## config.mk

```make
export PLATFORM = sky130hd
export DESIGN_NAME = id_ex_stage_reg_flat
export DESIGN_NICKNAME = d
export VERILOG_FILES = /design/src/rtl/id_ex_stage_reg_if.sv /design/src/rtl/id_ex_stage_reg.sv /design/src/flat_wrapper.sv
export SDC_FILE = /design/constraint.sdc
export NUM_CORES = 1
export LEC_CHECK = 0
export BUFFER_PORTS_ARGS = -buffer_cell sky130_fd_sc_hd__buf_2
export CORE_ASPECT_RATIO = 1.1
export CORE_MARGIN = 2
export CORE_UTILIZATION = 35
export CTS_BUF_LIST = sky130_fd_sc_hd__clkbuf_16
export CTS_CLUSTER_SIZE = 24
export DETAILED_ROUTE_END_ITERATION = 8
export PLACE_DENSITY = 0.69
export SETUP_SLACK_MARGIN = 0.05
export SYNTH_ARGS = -nofsm -noshare
export SYNTH_HDL_FRONTEND = slang
export SYNTH_SLANG_ARGS = --single-unit
```

## constraint.sdc

```tcl
create_clock -name clk -period 2.3 [get_ports clk]
set_input_delay 0.23 -clock clk [delete_from_list [all_inputs] [get_ports clk]]
set_output_delay 0.23 -clock clk [all_outputs]
set_load 0.03 [all_outputs]
```

## src/rtl/id_ex_stage_reg_if.sv

```systemverilog
`default_nettype none
// ============================================================================
//  Module      : id_ex_stage_reg_if
//  Description : Bundle of ID-side inputs, WB bypass inputs and EX-side
//                outputs of the ID/EX pipeline register.
//                master : the pipeline around the register (drives ID/WB,
//                         observes EX and flow control)
//                slave  : the ID/EX register itself
//  Ports       : Flush, IF_ID_Reg{Rs,Rt,Rd}, ID_UsesRt, ID_Valid, ID_Ctrl,
//                ID_RegData{1,2}, ID_Imm, MEM_WB_{RegWrite,RegRd,Data}  (to reg)
//                ID_EX_Reg{Rs,Rt,Rd}, ID_EX_Ctrl, ID_EX_Data{1,2},
//                ID_EX_Imm, ID_EX_Valid, Stall, PCWrite, IF_IDWrite,
//                StallCount                                      (from reg)
//  Revision    : 1.0  initial release
// ============================================================================
interface id_ex_stage_reg_if #(
    parameter int DATA_W = 32,
    parameter int REG_AW = 5,
    parameter int CNT_W  = 32
);
    // ID stage side
    logic              Flush;
    logic [REG_AW-1:0] IF_ID_RegRs;
    logic [REG_AW-1:0] IF_ID_RegRt;
    logic [REG_AW-1:0] IF_ID_RegRd;
    logic              ID_UsesRt;
    logic              ID_Valid;
    logic [7:0]        ID_Ctrl;
    logic [DATA_W-1:0] ID_RegData1;
    logic [DATA_W-1:0] ID_RegData2;
    logic [DATA_W-1:0] ID_Imm;
    // WB stage side (bypass source)
    logic              MEM_WB_RegWrite;
    logic [REG_AW-1:0] MEM_WB_RegRd;
    logic [DATA_W-1:0] MEM_WB_Data;
    // EX stage side
    logic [REG_AW-1:0] ID_EX_RegRs;
    logic [REG_AW-1:0] ID_EX_RegRt;
    logic [REG_AW-1:0] ID_EX_RegRd;
    logic [7:0]        ID_EX_Ctrl;
    logic [DATA_W-1:0] ID_EX_Data1;
    logic [DATA_W-1:0] ID_EX_Data2;
    logic [DATA_W-1:0] ID_EX_Imm;
    logic              ID_EX_Valid;
    // Flow control
    logic              Stall;
    logic              PCWrite;
    logic              IF_IDWrite;
    logic [CNT_W-1:0]  StallCount;

    modport master (
        output Flush, IF_ID_RegRs, IF_ID_RegRt, IF_ID_RegRd, ID_UsesRt,
               ID_Valid, ID_Ctrl, ID_RegData1, ID_RegData2, ID_Imm,
               MEM_WB_RegWrite, MEM_WB_RegRd, MEM_WB_Data,
        input  ID_EX_RegRs, ID_EX_RegRt, ID_EX_RegRd, ID_EX_Ctrl,
               ID_EX_Data1, ID_EX_Data2, ID_EX_Imm, ID_EX_Valid,
               Stall, PCWrite, IF_IDWrite, StallCount
    );

    modport slave (
        input  Flush, IF_ID_RegRs, IF_ID_RegRt, IF_ID_RegRd, ID_UsesRt,
               ID_Valid, ID_Ctrl, ID_RegData1, ID_RegData2, ID_Imm,
               MEM_WB_RegWrite, MEM_WB_RegRd, MEM_WB_Data,
        output ID_EX_RegRs, ID_EX_RegRt, ID_EX_RegRd, ID_EX_Ctrl,
               ID_EX_Data1, ID_EX_Data2, ID_EX_Imm, ID_EX_Valid,
               Stall, PCWrite, IF_IDWrite, StallCount
    );
endinterface
`default_nettype wire

```

## src/rtl/id_ex_stage_reg.sv

```systemverilog
`default_nettype none
// ============================================================================
//  Module      : id_ex_stage_reg
//  Description : ID/EX pipeline register with load-use hazard detection,
//                WB->ID register-file bypass and a saturating stall counter.
//                A load in EX whose rt is read by the instruction in ID
//                produces one bubble while PC and IF/ID are frozen; a branch
//                flush squashes the entering instruction and overrides the
//                stall.
//  Ports       : clk    - rising-edge clock
//                reset  - asynchronous, active-low reset
//                bus    - id_ex_stage_reg_if.slave (ID/WB inputs, EX outputs,
//                         Stall/PCWrite/IF_IDWrite/StallCount)
//  Revision    : 1.0  initial release
// ============================================================================
module id_ex_stage_reg #(
    parameter int DATA_W = 32,
    parameter int REG_AW = 5,
    parameter int CNT_W  = 32
) (
    input  logic              clk,
    input  logic              reset,
    id_ex_stage_reg_if.slave  bus
);

    localparam int C_CTRL_MEMREAD = 2;

    logic [REG_AW-1:0] rs_q,    rs_d;
    logic [REG_AW-1:0] rt_q,    rt_d;
    logic [REG_AW-1:0] rd_q,    rd_d;
    logic [7:0]        ctrl_q,  ctrl_d;
    logic [DATA_W-1:0] data1_q, data1_d;
    logic [DATA_W-1:0] data2_q, data2_d;
    logic [DATA_W-1:0] imm_q,   imm_d;
    logic              valid_q, valid_d;
    logic [CNT_W-1:0]  cnt_q,   cnt_d;

    logic              w_hazard;
    logic              w_stall;
    logic              w_bubble;
    logic [DATA_W-1:0] w_byp1;
    logic [DATA_W-1:0] w_byp2;

    // Load in EX whose destination (rt) is a source of the instruction in ID.
    // $0 is hard-wired, so a load targeting it can never create a dependency.
    assign w_hazard = valid_q && ctrl_q[C_CTRL_MEMREAD] && (rt_q != '0) &&
                      bus.ID_Valid &&
                      ((rt_q == bus.IF_ID_RegRs) ||
                       (bus.ID_UsesRt && (rt_q == bus.IF_ID_RegRt)));

    // A flushed ID instruction is wrong-path, so there is nothing to hold.
    assign w_stall  = w_hazard && !bus.Flush;
    assign w_bubble = bus.Flush || w_hazard;

    // The regfile is read in the same cycle WB writes it; forward the write
    // data so the captured operand is the new value. $0 is never bypassed.
    assign w_byp1 = (bus.MEM_WB_RegWrite && (bus.MEM_WB_RegRd != '0) &&
                     (bus.MEM_WB_RegRd == bus.IF_ID_RegRs))
                    ? bus.MEM_WB_Data : bus.ID_RegData1;
    assign w_byp2 = (bus.MEM_WB_RegWrite && (bus.MEM_WB_RegRd != '0) &&
                     (bus.MEM_WB_RegRd == bus.IF_ID_RegRt))
                    ? bus.MEM_WB_Data : bus.ID_RegData2;

    always_comb begin
        rs_d    = '0;
        rt_d    = '0;
        rd_d    = '0;
        ctrl_d  = '0;
        data1_d = '0;
        data2_d = '0;
        imm_d   = '0;
        valid_d = 1'b0;
        if (!w_bubble) begin
            rs_d    = bus.IF_ID_RegRs;
            rt_d    = bus.IF_ID_RegRt;
            rd_d    = bus.IF_ID_RegRd;
            // An empty ID slot must not carry live control into EX.
            ctrl_d  = bus.ID_Valid ? bus.ID_Ctrl : 8'h00;
            data1_d = w_byp1;
            data2_d = w_byp2;
            imm_d   = bus.ID_Imm;
            valid_d = bus.ID_Valid;
        end
    end

    // Saturating stall counter: holds at all-ones rather than wrapping.
    always_comb begin
        cnt_d = cnt_q;
        if (w_stall && (cnt_q != {CNT_W{1'b1}})) begin
            cnt_d = cnt_q + {{(CNT_W-1){1'b0}}, 1'b1};
        end
    end

    always_ff @(posedge clk or negedge reset) begin
        if (!reset) begin
            rs_q    <= '0;
            rt_q    <= '0;
            rd_q    <= '0;
            ctrl_q  <= '0;
            data1_q <= '0;
            data2_q <= '0;
            imm_q   <= '0;
            valid_q <= 1'b0;
            cnt_q   <= '0;
        end else begin
            rs_q    <= rs_d;
            rt_q    <= rt_d;
            rd_q    <= rd_d;
            ctrl_q  <= ctrl_d;
            data1_q <= data1_d;
            data2_q <= data2_d;
            imm_q   <= imm_d;
            valid_q <= valid_d;
            cnt_q   <= cnt_d;
        end
    end

    assign bus.ID_EX_RegRs = rs_q;
    assign bus.ID_EX_RegRt = rt_q;
    assign bus.ID_EX_RegRd = rd_q;
    assign bus.ID_EX_Ctrl  = ctrl_q;
    assign bus.ID_EX_Data1 = data1_q;
    assign bus.ID_EX_Data2 = data2_q;
    assign bus.ID_EX_Imm   = imm_q;
    assign bus.ID_EX_Valid = valid_q;
    assign bus.Stall       = w_stall;
    assign bus.PCWrite     = !w_stall;
    assign bus.IF_IDWrite  = !w_stall;
    assign bus.StallCount  = cnt_q;

endmodule
`default_nettype wire

```

## src/flat_wrapper.sv

```systemverilog
// flat-port wrapper written by rule: the top's interface ports become plain ports
module id_ex_stage_reg_flat 
#(
    parameter int DATA_W = 32,
    parameter int REG_AW = 5,
    parameter int CNT_W  = 32
)
  (clk, reset, bus_Flush, bus_IF_ID_RegRs, bus_IF_ID_RegRt, bus_IF_ID_RegRd, bus_ID_UsesRt, bus_ID_Valid, bus_ID_Ctrl, bus_ID_RegData1, bus_ID_RegData2, bus_ID_Imm, bus_MEM_WB_RegWrite, bus_MEM_WB_RegRd, bus_MEM_WB_Data, bus_ID_EX_RegRs, bus_ID_EX_RegRt, bus_ID_EX_RegRd, bus_ID_EX_Ctrl, bus_ID_EX_Data1, bus_ID_EX_Data2, bus_ID_EX_Imm, bus_ID_EX_Valid, bus_Stall, bus_PCWrite, bus_IF_IDWrite, bus_StallCount);
  id_ex_stage_reg_if #(.DATA_W(DATA_W), .REG_AW(REG_AW), .CNT_W(CNT_W)) bus_i ();
  input  logic clk;
  input  logic reset;
  input wire logic [$bits(bus_i.Flush)-1:0] bus_Flush;
  input wire logic [$bits(bus_i.IF_ID_RegRs)-1:0] bus_IF_ID_RegRs;
  input wire logic [$bits(bus_i.IF_ID_RegRt)-1:0] bus_IF_ID_RegRt;
  input wire logic [$bits(bus_i.IF_ID_RegRd)-1:0] bus_IF_ID_RegRd;
  input wire logic [$bits(bus_i.ID_UsesRt)-1:0] bus_ID_UsesRt;
  input wire logic [$bits(bus_i.ID_Valid)-1:0] bus_ID_Valid;
  input wire logic [$bits(bus_i.ID_Ctrl)-1:0] bus_ID_Ctrl;
  input wire logic [$bits(bus_i.ID_RegData1)-1:0] bus_ID_RegData1;
  input wire logic [$bits(bus_i.ID_RegData2)-1:0] bus_ID_RegData2;
  input wire logic [$bits(bus_i.ID_Imm)-1:0] bus_ID_Imm;
  input wire logic [$bits(bus_i.MEM_WB_RegWrite)-1:0] bus_MEM_WB_RegWrite;
  input wire logic [$bits(bus_i.MEM_WB_RegRd)-1:0] bus_MEM_WB_RegRd;
  input wire logic [$bits(bus_i.MEM_WB_Data)-1:0] bus_MEM_WB_Data;
  output wire logic [$bits(bus_i.ID_EX_RegRs)-1:0] bus_ID_EX_RegRs;
  output wire logic [$bits(bus_i.ID_EX_RegRt)-1:0] bus_ID_EX_RegRt;
  output wire logic [$bits(bus_i.ID_EX_RegRd)-1:0] bus_ID_EX_RegRd;
  output wire logic [$bits(bus_i.ID_EX_Ctrl)-1:0] bus_ID_EX_Ctrl;
  output wire logic [$bits(bus_i.ID_EX_Data1)-1:0] bus_ID_EX_Data1;
  output wire logic [$bits(bus_i.ID_EX_Data2)-1:0] bus_ID_EX_Data2;
  output wire logic [$bits(bus_i.ID_EX_Imm)-1:0] bus_ID_EX_Imm;
  output wire logic [$bits(bus_i.ID_EX_Valid)-1:0] bus_ID_EX_Valid;
  output wire logic [$bits(bus_i.Stall)-1:0] bus_Stall;
  output wire logic [$bits(bus_i.PCWrite)-1:0] bus_PCWrite;
  output wire logic [$bits(bus_i.IF_IDWrite)-1:0] bus_IF_IDWrite;
  output wire logic [$bits(bus_i.StallCount)-1:0] bus_StallCount;
  assign bus_i.Flush = bus_Flush;
  assign bus_i.IF_ID_RegRs = bus_IF_ID_RegRs;
  assign bus_i.IF_ID_RegRt = bus_IF_ID_RegRt;
  assign bus_i.IF_ID_RegRd = bus_IF_ID_RegRd;
  assign bus_i.ID_UsesRt = bus_ID_UsesRt;
  assign bus_i.ID_Valid = bus_ID_Valid;
  assign bus_i.ID_Ctrl = bus_ID_Ctrl;
  assign bus_i.ID_RegData1 = bus_ID_RegData1;
  assign bus_i.ID_RegData2 = bus_ID_RegData2;
  assign bus_i.ID_Imm = bus_ID_Imm;
  assign bus_i.MEM_WB_RegWrite = bus_MEM_WB_RegWrite;
  assign bus_i.MEM_WB_RegRd = bus_MEM_WB_RegRd;
  assign bus_i.MEM_WB_Data = bus_MEM_WB_Data;
  assign bus_ID_EX_RegRs = bus_i.ID_EX_RegRs;
  assign bus_ID_EX_RegRt = bus_i.ID_EX_RegRt;
  assign bus_ID_EX_RegRd = bus_i.ID_EX_RegRd;
  assign bus_ID_EX_Ctrl = bus_i.ID_EX_Ctrl;
  assign bus_ID_EX_Data1 = bus_i.ID_EX_Data1;
  assign bus_ID_EX_Data2 = bus_i.ID_EX_Data2;
  assign bus_ID_EX_Imm = bus_i.ID_EX_Imm;
  assign bus_ID_EX_Valid = bus_i.ID_EX_Valid;
  assign bus_Stall = bus_i.Stall;
  assign bus_PCWrite = bus_i.PCWrite;
  assign bus_IF_IDWrite = bus_i.IF_IDWrite;
  assign bus_StallCount = bus_i.StallCount;
  id_ex_stage_reg #(.DATA_W(DATA_W), .REG_AW(REG_AW), .CNT_W(CNT_W)) u_core (.clk(clk), .reset(reset), .bus(bus_i));
endmodule
```

Word level (Yosys, flattened, before mapping). Index checks and enable logic that the tools add are counted.

Register bits: 152. Bits in latches: 0. Memory bits (writable): 0. ROM bits: 0. Input bits: 162. Output and inout bits: 155. Logic and storage cells: 42. Memories kept: 0.

Add/sub/neg operators: 1. $mul: 0. Divide/modulo/power cells: 0. Order comparisons: 0. Equal/unequal tests: 5. Shifts and indexed selects: 0. Mux-type cells: 11. Bitwise gates (word level): 0. Reductions and logical operators: 16.

Operator list (count): $mux W32 (5); $add A32 B1 Y32 const B (1); $ne A32 B32 Y1 const B (1); $eq A5 B5 Y1 (4); $mux W8 (2); $mux W5 (3); $logic_and A1 B1 Y1 (10); $reduce_bool A5 Y1 (2); $logic_not A1 Y1 (2); $logic_or A1 B1 Y1 (2); $mux W1 (1).

Logic depth before layout (Yosys ltp). Gate-level depths: netlist of run 1.

Depth in word-level cells: 6. Mapped depth: 8. Gate-level depth less buffers: 7.

Worst setup path before layout of run 1. OpenSTA, ideal clock, no wires.

Path kind: register to register. Start: register u_core.cnt_q[0] (netlist: u_core.bus.StallCount[0]). End: register u_core.cnt_q[1] (netlist: u_core.bus.StallCount[1]). Setup time: 128 ps. Arrival time: 2278 ps. Required time: 2172 ps. Slack: -106 ps. Cell stages (with the launch flop): 8. Buffers on the path: 1. Clock period less this slack: 2406 ps. Cell sequence: dfrtp_1 > ha_1 > nand3_1 > or2_1 > or4_1 > nand3_2 > buf_6 > mux2_1.

Longest elaborated chain between the ends: 2. Elaborated cells on any way between the ends: 3. Those cells by class: add/sub (1); eq/ne (1); reduce/logical (1).

RTL lines: from (decl) (RTL line id_ex_stage_reg.sv:36) `logic [CNT_W-1:0] cnt_q, cnt_d;`; from (signal assigned) (RTL line id_ex_stage_reg.sv:114) `cnt_q <= cnt_d;`; parallel branches: the longest is 2 deep, another holds $add A32 B1 Y32.

Parallel ways; which one is timed is not known. A chain may end at the register's enable or synchronous reset.

Worst setup path after layout of run 1.
Start: register u_core.rt_q[1] (netlist: u_core.bus.ID_EX_RegRt[1]). End: output bus_Stall.

Longest elaborated chain between the ends: 5. Elaborated cells on any way between the ends: 9. Those cells by class: eq/ne (2); reduce/logical (7).

RTL lines: from (decl) (RTL line id_ex_stage_reg.sv:29) `logic [REG_AW-1:0] rt_q, rt_d;`; from (signal assigned) (RTL line id_ex_stage_reg.sv:107) `rt_q <= rt_d;`; $eq A5 B5 Y1 or $reduce_bool A5 Y1 (tied branches) (RTL line id_ex_stage_reg.sv:49, id_ex_stage_reg.sv:46); $logic_and A1 B1 Y1 (on tied branches) (RTL line id_ex_stage_reg.sv:49, id_ex_stage_reg.sv:46); $logic_or A1 B1 Y1 or $logic_and A1 B1 Y1 (tied branches) (RTL line id_ex_stage_reg.sv:48, id_ex_stage_reg.sv:46); $logic_and A1 B1 Y1 (*) (RTL line id_ex_stage_reg.sv:47) `bus.ID_Valid &&`; $logic_and A1 B1 Y1 (*) (RTL line id_ex_stage_reg.sv:52) `assign w_stall = w_hazard && !bus.Flush;`; to (decl) (RTL line flat_wrapper.sv:33) `output wire logic [$bits(bus_i.Stall)-1:0] bus_Stall;`.

Every way passes the cells marked *; elsewhere a longest branch is shown, timed or not.

==> flow_metrics.py, run 1 <==
metrics = {
    "status": {
        "run_status": "completed",
    },
    "route": {
        "drc": 0,
        "drt_iter0_drc": 183,
        "routedWlPerCell_microns": 15.42,
        "postRouteAntennaNets": 0,
        "via_per_inst": 4.433,
        "via_count": 4881,
        "drt_wl_total_microns": 16980,
        "drt-pass1-iter-count": 4,
    },
    "pwr": {
        "powerDensity_nw_per_um2": 724.4,
        "p_leak_nw": 4.634,
        "vdd_drop_max_v": 0.0004655,
        "p_total_mw": 6.430,
    },
    "clocking": {
        "htree_num_levels": 4,
        "cts_tree": "done",
        "clockBufferDepth": 2,
        "cts_inserted_buffers": 17,
        "clk_latency_ps": 410,
        "cts_sinks": 152,
        "clock-root-buffer": "clkbuf_16",
        "clk_pin_slew_ps": 60,
    },
    "yosys": {
        "syn_nets": 679,
        "ys_seq_elements": 152,
        "synth_cell_types": 36,
        "yosysSeqAreaShare_pct": 61.38,
        "syn_area_per_cell_sq_um": 12.01,
        "netlist.top_cell.by_area": "dfrtp_1",
        "synthTopCellsByArea": "dfrtp_1, mux2i_1, nor2_1",
        "yosys_warnings": 0,
        "synth_edf_count": 0,
        "synth_top_area_share_pct": 61.38,
        "async_flop_share_pct": 100.0,
        "synth_ff_type": "dfrtp_1",
        "syn-cell-area_sq_um": 6197,
        "syn_inst": 516,
    },
    "timing": {
        "tns_ps": 0,
        "finalCriticalPeriod_ps": 2180,
        "fin_skew_ps": 10.20,
        "hold_ws_ps": 20.87,
        "final-hold-violation-count": 0,
        "worst_slack_ps": 120.5,
        "max_slew_margin_pct": 26.58,
        "setup_violations": 0,
        "finalCritPeriodShare_pct": 94.76,
        "rsz0062_at_grt": "true",
        "finalMaxSlewViolations": 0,
        "worst_pin_slew_ps": 1101,
        "clock.fmax_ghz": 0.4588,
    },
    "global_route": {
        "grt_pass1_wl_microns": 25350,
        "overflow": 0,
        "met2_usage_pct": 29.11,
        "antenna_found_initial": 5,
        "busiest_layer": "met2",
        "met1_usage_pct": 21.43,
        "grt_max_degree": 77,
        "grt_use_total_pct": 17.62,
        "grt_pass1_vias": 4911,
        "use_met3_pct": 6.776,
    },
    "finish": {
        "final_core_util_pct": 50.58,
        "most-common-layout-cells": "buf_2, dfrtp_1, nor2_1, mux2i_1, and2_1",
        "drive_gt1_share_pct": 44.19,
        "area_growth_pct": 43.23,
        "final_common_cell": "buf_2",
        "nets": 1010,
    },
    "job": {
        "cap_violations": 0,
    },
    "setup_path": {
        "worst_setup_path_end_kind": "output pin",
        "worstPathMaxFanout": 8,
        "crit_path_start_kind": "register",
        "worstPathRequired_ps": 2070,
        "arrival_ps": 1950,
        "path_class": "register to output pin",
    },
    "floorplan": {
        "floorplan.initialDensity_pct": 35.32,
        "die_x_microns": 130.9,
        "dieArea_sq_um": 18790,
        "fp.dieH_microns": 143.6,
        "num_rows": 51,
        "io_pins": 317,
        "core_area_sq_um": 17550,
    },
    "placement": {
        "dpl_worst_slack_ps": 89.20,
        "io_buffers": 316,
        "gp_congestion": 0.8016,
        "hpwl_microns": 12570,
    },
    "hold_path": {
        "min_path_type": "input pin to register",
    },
}
cells in the mapped netlist (all sizes together), types with 3 or more instances:
cell type and number:
dfrtp 152, nor2 84, mux2i 65, and2 49, xor2 30, xnor2 20
nand2 18, nand3 15, clkbuf 14, and3 12, buf 10, inv 8
nor3 7, nor4 7, nand4 5, and4 3
worst paths after layout:
check                      slack (ps)                      start  cells past startpoint                         end
hold / removal                     20             bus_ID_Imm[16]                      2    u_core.bus.ID_EX_Imm[16]
setup / recovery                  120  u_core.bus.ID_EX_RegRt[1]                      7                   bus_Stall
setup reg to reg                  160  u_core.bus.ID_EX_RegRt[4]                      6     u_core.bus.ID_EX_Imm[8]
hold reg to reg                   490  u_core.bus.StallCount[17]                      1   u_core.bus.StallCount[17]
max in group asynchronous        1380                      reset                      3  u_core.bus.ID_EX_Data1[24]
min in group asynchronous         240                      reset                      2   u_core.bus.StallCount[23]
layer usage:
layer  wire length (microns)  share of wire [%]
met3                    1448                8.5
met2                    8389                 49
met5                      13              0.077
met4                     185                1.1
met1                    6944                 41
through the flow:
stage | cells | instance area, sq um
finish | 1101 | 8876
global route | 1099 | 8871
CTS | 1096 | 8841
detailed placement | 1059 | 8188
global placement | 1059 | 8188
floorplan | 516 | 6213
critical path: stages (launching register included):
cell,delay [ps]
dfrtp_1,410
nor3_1,80
buf_4,140
a21oi_4,260
nor2b_2,240
nand2_2,150
inv_1,80
buf_2,190
where the power goes:
part / internal [mW] / switching [mW]
clock network: 1.63 / 1.18
logic: 0.293 / 0.513
registers: 2.78 / 0.0334
flip-flops by register name, indices dropped and copies added, names as in the netlist:
name                    flops
u_core.bus.ID_EX_Valid      1
u_core.bus.ID_EX_Data2     32
u_core.bus.ID_EX_RegRs      5
u_core.bus.StallCount      32
u_core.bus.ID_EX_RegRt      5
u_core.bus.ID_EX_RegRd      5
u_core.bus.ID_EX_Ctrl       8
u_core.bus.ID_EX_Data1     32
u_core.bus.ID_EX_Imm       32
area by class of cell:
type	instances	area, sq um
inverter	8	30.03
clock buffer	17	425.4
sequential	152	3809
fill	1595	8672
clock inverter	15	167.7
timing repair buffer	335	1818
tap	238	297.8
antenna	3	7.507
multi-input combinational	333	2321
timing repair:
action                                  in CTS  in global routing
endpoints found under the hold margin       80                  0
hold buffers                                 5                  0
pin swaps                                    0                  2
endpoints found under the setup margin       3                 61
setup buffers                                0                  1
resized for setup                            2                  3
cloned                                       0                  1
cells by family (layout without fill, tap and decap cells):
group / Yosys count / count (layout) / synth area share, %
multiplexers: 66 / 66 / 10.68
AND/OR/NAND/NOR: 206 / 206 / 17.06
AO/OA/AOI/OAI: 9 / 10 / 1.292
other: 0 / 3 / 0
flip-flops: 152 / 152 / 61.38
XOR/XNOR: 50 / 50 / 7.066
adder cells (fa/ha/maj): 1 / 1 / 0.2019
buffers and inverters: 32 / 375 / 2.322
No activity file was read; power rests on OpenSTA's default activity.
==> run 2: changes to the inputs <==
ABC_AREA = 1   (was default)
PLACE_DENSITY = 0.67   (was 0.69)
==> run 2 against run 1 <==
  * Register-to-register slack improved by 140 ps
  * Clock power fell by 4%
  * Sequential share of layout area fell by 4.6 points
  * Worst hold slack got worse by 6.1 ps
  * Die area rose by 11%
  * Combinational power rose by 16%
  * Critical endpoint unchanged
==> flow_metrics.py, run 2 <==
metrics = {
    "yosys": {
        "synth_top_family_by_area": "simple AND/OR/NAND/NOR gates",
        "ys_seq_elements": 152,
        "syn_nets": 1011,
        "synthTopCellsByArea": "dfrtp_1, nand2_1, nor2_1",
        "yosys_warnings": 0,
        "yosysMostFrequentCell": "nand2_1",
        "yosys-top-cells-count": "nand2_1, dfrtp_1, nor2_1",
        "synth_edf_count": 0,
        "synth_mux_area_share_pct": 0,
        "synth_compound_area_share_pct": 4.781,
        "syn_area_per_cell_sq_um": 8.148,
        "async_flop_share_pct": 100.0,
        "synth_top_area_share_pct": 55.05,
        "synth_ff_type": "dfrtp_1",
        "synth_cell_types": 23,
        "syn-cell-area_sq_um": 6909,
        "syn_inst": 848,
        "yosys.area_share.simple_pct": 29.32,
        "netlist.top_cell.by_area": "dfrtp_1",
        "synthXorXnorAreaFrac_pct": 3.930,
        "yosysSeqAreaShare_pct": 55.05,
        "synth_fa_ha_area_share_pct": 0.1811,
    },
    "route": {
        "drc": 0,
        "routedWlPerCell_microns": 15.49,
        "drt_wl_total_microns": 23010,
        "via_count": 6941,
        "postRouteAntennaNets": 0,
        "drt-pass1-iter-count": 5,
        "drt_iter0_drc": 376,
        "via_per_inst": 4.674,
    },
    "global_route": {
        "busiest_layer": "met2",
        "met1_usage_pct": 26.29,
        "antenna_found_initial": 3,
        "grt_pass1_wl_microns": 35840,
        "use_met3_pct": 7.262,
        "overflow": 0,
        "grt_use_total_pct": 22.44,
        "met2_usage_pct": 38.61,
        "grt_max_degree": 56,
        "grt_pass1_vias": 6978,
    },
    "setup_path": {
        "crit_path_start_kind": "register",
        "path_class": "register to output pin",
        "worst_setup_path_end_kind": "output pin",
        "rr_worst_depth": 11,
        "r2r_start": "u_core.bus.ID_EX_RegRt[1]",
        "worstPathMaxFanout": 4,
        "worstPathRequired_ps": 2070,
        "r2r_setup_slack_ps": 300,
        "r2r_end": "u_core.bus.ID_EX_Data2[5]",
        "arrival_ps": 1800,
        "startpoint": "u_core.bus.ID_EX_RegRt[1]",
    },
    "finish": {
        "most-common-layout-cells": "buf_2, nand2_1, dfrtp_1, nor2_1, nand3_1",
        "drive_gt1_share_pct": 33.66,
        "final_common_cell": "buf_2",
        "area_growth_pct": 43.70,
        "fill_cells": 1864,
        "nets": 1386,
    },
    "hold_path": {
        "min_path_type": "input pin to register",
        "min_to": "u_core.bus.ID_EX_RegRd[2]",
        "min_path_cells": 3,
        "hp-start": "bus_IF_ID_RegRd[2]",
    },
    "pwr": {
        "vdd_drop_max_v": 0.0004623,
        "p_leak_nw": 5.608,
        "powerDensity_nw_per_um2": 648.4,
    },
    "floorplan": {
        "num_rows": 53,
        "core_area_sq_um": 19230,
        "io_pins": 317,
        "die_x_microns": 138.0,
        "fp.dieH_microns": 151.4,
        "floorplan.initialDensity_pct": 35.93,
        "dieArea_sq_um": 20880,
    },
    "timing": {
        "final-hold-violation-count": 0,
        "clock.fmax_ghz": 0.4924,
        "worst_pin_slew_ps": 577.6,
        "finalMaxSlewViolations": 0,
        "fin_skew_ps": 15.08,
        "tns_ps": 0,
        "finalCriticalPeriod_ps": 2031,
        "rsz0062_at_grt": "false",
        "max_slew_margin_pct": 61.40,
        "setup_violations": 0,
        "worst_slack_ps": 269.1,
        "finalCritPeriodShare_pct": 88.30,
    },
    "clocking": {
        "cts_sinks": 152,
        "clk_pin_slew_ps": 70,
        "clk_latency_ps": 420,
        "clockBufferDepth": 2,
        "clock-root-buffer": "clkbuf_16",
        "htree_num_levels": 4,
        "cts_tree": "done",
        "cts_inserted_buffers": 17,
    },
    "placement": {
        "hpwl_microns": 16970,
        "gp_congestion": 0.9353,
        "dpl_worst_slack_ps": 84.72,
        "io_buffers": 316,
    },
    "job": {
        "cap_violations": 0,
    },
    "status": {
        "run_status": "completed",
    },
}
run 2: cell count changes in the layout (fill, tap and decap cells not counted), moves of 35 or more:
| cell | delta |
|---|---|
| nand2_1 | +257 |
| mux2i_1 | -65 |
| a21oi_1 | +64 |
| nand3_1 | +59 |
| inv_1 | +58 |
| and2_1 | -49 |
| buf_4 | +35 |
run 2: repair_timing:
item | CTS | global route
resized for setup | 0 | 1
endpoints found under the setup margin | 0 | 14
buffers inserted | 0 | 0
hold buffers | 31 | 0
endpoints found under the hold margin | 73 | 0
run 2: worst max path at each step:
stage | slack (ps) | to | cells after the start
after floorplan | 470 | u_core.bus.StallCount[2] | 10
after global placement | 120 | u_core.bus.StallCount[27] | 10
after detailed placement | 80 | u_core.bus.StallCount[23] | 11
after CTS | 80 | u_core.bus.StallCount[23] | 11
after global routing | 140 | bus_Stall | 10
final | 270 | bus_Stall | 10
run 2: logic make-up after synthesis:
kind of cell	Yosys count
buffers and inverters	111
xor gates and xnor gates	31
DFF	152
adders and majority gates	1
and+or+nand+nor	487
AOI/OAI and AO/OA	66
run 2: report_power, final:
group          internal (mW)  leakage [nW]  switching [mW]
clock network           1.43         0.273            1.26
registers               2.78          2.00          0.0313
logic                  0.320          3.34           0.618
run 2: metrics by stage:
stage	hold slack (ps)	cells	instance area [sq um]	total power, mW	util (%)
6_report	14.77	1485	9928	6.437	51.63
5_1_grt	5.319	1483	9923	6.730	51.60
4_1_cts	0.1408	1483	9918	6.518	51.57
3_5_place_dp	116.6	1420	9051	3.770	47.07
3_3_place_gp	114.9	1420	9051	3.760	47.07
2_1_floorplan	-65.59	848	6909	3.329	-
run 2: worst max-delay path: stages, from the launching register on:
cell and delay (ps):
dfrtp_1 400, inv_1 90, nand2_1 60, nand2_1 60, nor2_1 80, nand3_1 80
nand2_1 110, nand3_2 110, buf_4 170, inv_1 40, buf_2 190
run 2: metal layers:
| layer | share of wire [%] | routed length [microns] |
|---|---|---|
| met1 | 38 | 8852 |
| met2 | 51 | 11810 |
| met3 | 8.2 | 1879 |
| met4 | 2.0 | 449 |
| met5 | 0.056 | 13 |
run 2: cell type report:
cell class | count | area (sq um) | share of cell area [%]
diodes | 2 | 5.005 | 0.05041
clock buffers | 17 | 425.4 | 4.285
clock inverters | 15 | 131.4 | 1.323
inverters | 72 | 270.3 | 2.722
multi-input cells | 585 | 2663 | 26.82
flip-flops and latches | 152 | 3804 | 38.31
well taps | 247 | 309.0 | 3.113
repair buffers | 395 | 2321 | 23.38
==> run 3: changes to the inputs <==
BUFFER_PORTS_ARGS = -buffer_cell sky130_fd_sc_hd__buf_4   (was -buffer_cell sky130_fd_sc_hd__buf_2)
==> run 3 against run 2 <==
  * Clock power about the same
  * Total power increased by 1.3%
  * Worst setup slack improved by 63 ps
  * Via count decreased by 4.7%
  * Global-route usage decreased by 0.80 points
  * Die area unchanged
  * Largest cell class unchanged
  * Fmax increased by 3.2%
==> flow_metrics.py, run 3 (synthesis gave the netlist of run 2 again) <==
metrics = {
    "route": {
        "routedWlPerCell_microns": 15.98,
        "drt_wl_total_microns": 22680,
        "via_per_inst": 4.661,
        "postRouteAntennaNets": 0,
        "drc": 0,
        "drt_iter0_drc": 383,
        "drt-pass1-iter-count": 5,
        "via_count": 6614,
    },
    "global_route": {
        "grt_use_total_pct": 21.64,
        "met1_usage_pct": 25.31,
        "met2_usage_pct": 36.56,
        "grt_pass1_wl_microns": 34330,
        "use_met3_pct": 7.262,
        "grt_max_degree": 58,
        "overflow": 0,
        "busiest_layer": "met2",
        "antenna_found_initial": 0,
        "grt_pass1_vias": 6502,
    },
    "finish": {
        "final_common_cell": "buf_4",
        "diodes": 0,
        "nets": 1322,
        "final_core_util_pct": 52.76,
        "most-common-layout-cells": "buf_4, nand2_1, dfrtp_1, nor2_1, nand3_1",
        "area_growth_pct": 46.85,
        "drive_gt1_share_pct": 32.34,
        "stdcell_count": 1419,
    },
    "setup_path": {
        "worst-path-stages": 9,
        "r2r_start": "u_core.bus.StallCount[0]",
        "cp_cell_sequence": "inv_1, nand2_1, nand2_1, nor2_1, nand3_1, nand2_1, nand3_2, inv_1, buf_4",
        "cpPeakStageDelay_ps": 390,
        "startpoint": "u_core.bus.ID_EX_RegRt[2]",
        "critPathCapture": "bus_Stall",
        "worstPathMaxFanout": 4,
        "worst_setup_path_end_kind": "output pin",
        "arrival_ps": 1740,
        "crit_path_start_kind": "register",
        "crit_top_cell": "nand2_1",
        "rr_worst_depth": 10,
        "path_class": "register to output pin",
        "cp_slowest_cell": "dfrtp_1",
        "r2r_setup_slack_ps": 340,
        "cp_top_family": "simple AND/OR/NAND/NOR gates",
        "r2r_end": "u_core.bus.StallCount[20]",
        "crit_buf_inv": 3,
        "worstPathRequired_ps": 2070,
    },
    "clocking": {
        "cts_inserted_buffers": 17,
        "htree_num_levels": 4,
        "clk_pin_slew_ps": 70,
        "clockBufferDepth": 2,
        "cts_sinks": 152,
        "cts_tree": "done",
        "clock-root-buffer": "clkbuf_16",
        "clk_latency_ps": 420,
        "cts_resized": 0,
        "postCtsSetupBuffers": 0,
    },
    "timing": {
        "worst_pin_slew_ps": 454.2,
        "final-hold-violation-count": 0,
        "fin_skew_ps": 10.66,
        "rsz0062_at_grt": "false",
        "finalCritPeriodShare_pct": 85.55,
        "finalCriticalPeriod_ps": 1968,
        "clock.fmax_ghz": 0.5082,
        "max_slew_margin_pct": 69.72,
        "tns_ps": 0,
        "setup_violations": 0,
        "finalMaxSlewViolations": 0,
        "worst_slack_ps": 332.3,
    },
    "placement": {
        "dp_cells": 1386,
        "gp_congestion": 0.9082,
        "io_buffers": 316,
        "hpwl_microns": 16520,
        "dpl_worst_slack_ps": 361.3,
    },
    "job": {
        "cap_violations": 0,
    },
    "status": {
        "run_status": "completed",
    },
    "floorplan": {
        "die_x_microns": 138.0,
        "core_area_sq_um": 19230,
        "num_rows": 53,
        "dieArea_sq_um": 20880,
        "floorplan.initialDensity_pct": 35.93,
        "fp.dieH_microns": 151.4,
        "io_pins": 317,
    },
    "hold_path": {
        "min_path_cells": 3,
        "min_path_type": "input pin to register",
    },
    "pwr": {
        "p_leak_nw": 5.477,
        "p_total_mw": 6.521,
        "powerDensity_nw_per_um2": 642.7,
        "vdd_drop_max_v": 0.0005058,
    },
}
run 3: worst min path at each step:
stage / from / endpoint / slack, ps
2_1_floorplan: reset / u_core.bus.ID_EX_Ctrl[0] / -70
3_3_place_gp: reset / u_core.bus.StallCount[5] / 190
3_5_place_dp: reset / u_core.bus.StallCount[5] / 190
4_1_cts: bus_ID_Imm[14] / u_core.bus.ID_EX_Imm[14] / 6
5_1_grt: bus_ID_Imm[16] / u_core.bus.ID_EX_Imm[16] / 9
6_report: bus_IF_ID_RegRd[3] / u_core.bus.ID_EX_RegRd[3] / 20
run 3: repair_timing:
| action | CTS | global route |
|---|---|---|
| hold buffers | 1 | 0 |
| setup endpoints to repair | 0 | 0 |
| endpoints found under the hold margin | 42 | 0 |
run 3: final cells by class:
type                            count  area, sq um
Inverter                           72        270.3
Clock buffer                       17        425.4
Tap cell                          247        309.0
Clock inverter                     15        126.4
Fill cell                        1867         9085
Sequential cell                   152         3804
Multi-Input combinational cell    585         2658
Timing Repair Buffer              331         2554
run 3: power by group:
| group | switching (mW) | internal (mW) |
|---|---|---|
| logic | 0.606 | 0.419 |
| clock network | 1.18 | 1.49 |
| registers | 0.0376 | 2.78 |
run 3: stage by stage:
stage / instance area [sq um] / hold WS (ps)
3_3_place_gp: 9584 / 188.0
2_1_floorplan: 6909 / -65.59
3_5_place_dp: 9584 / 190.6
6_report: 10150 / 17.69
5_1_grt: 10150 / 8.760
4_1_cts: 10150 / 5.757
run 3: tightest hold or removal path, delay by kind of cell:
kind / cells / cell delay (ps)
buf+inv: 2 / 140
simple gates: 1 / 30
run 3: per-layer routing:
metal / up-vias / wire, microns / share of wire, %
met5: - / 0 / 0
met4: 0 / 667 / 2.9
met3: 41 / 1854 / 8.2
met2: 257 / 11460 / 51
met1: 3051 / 8694 / 38
li1: 3265 / - / -
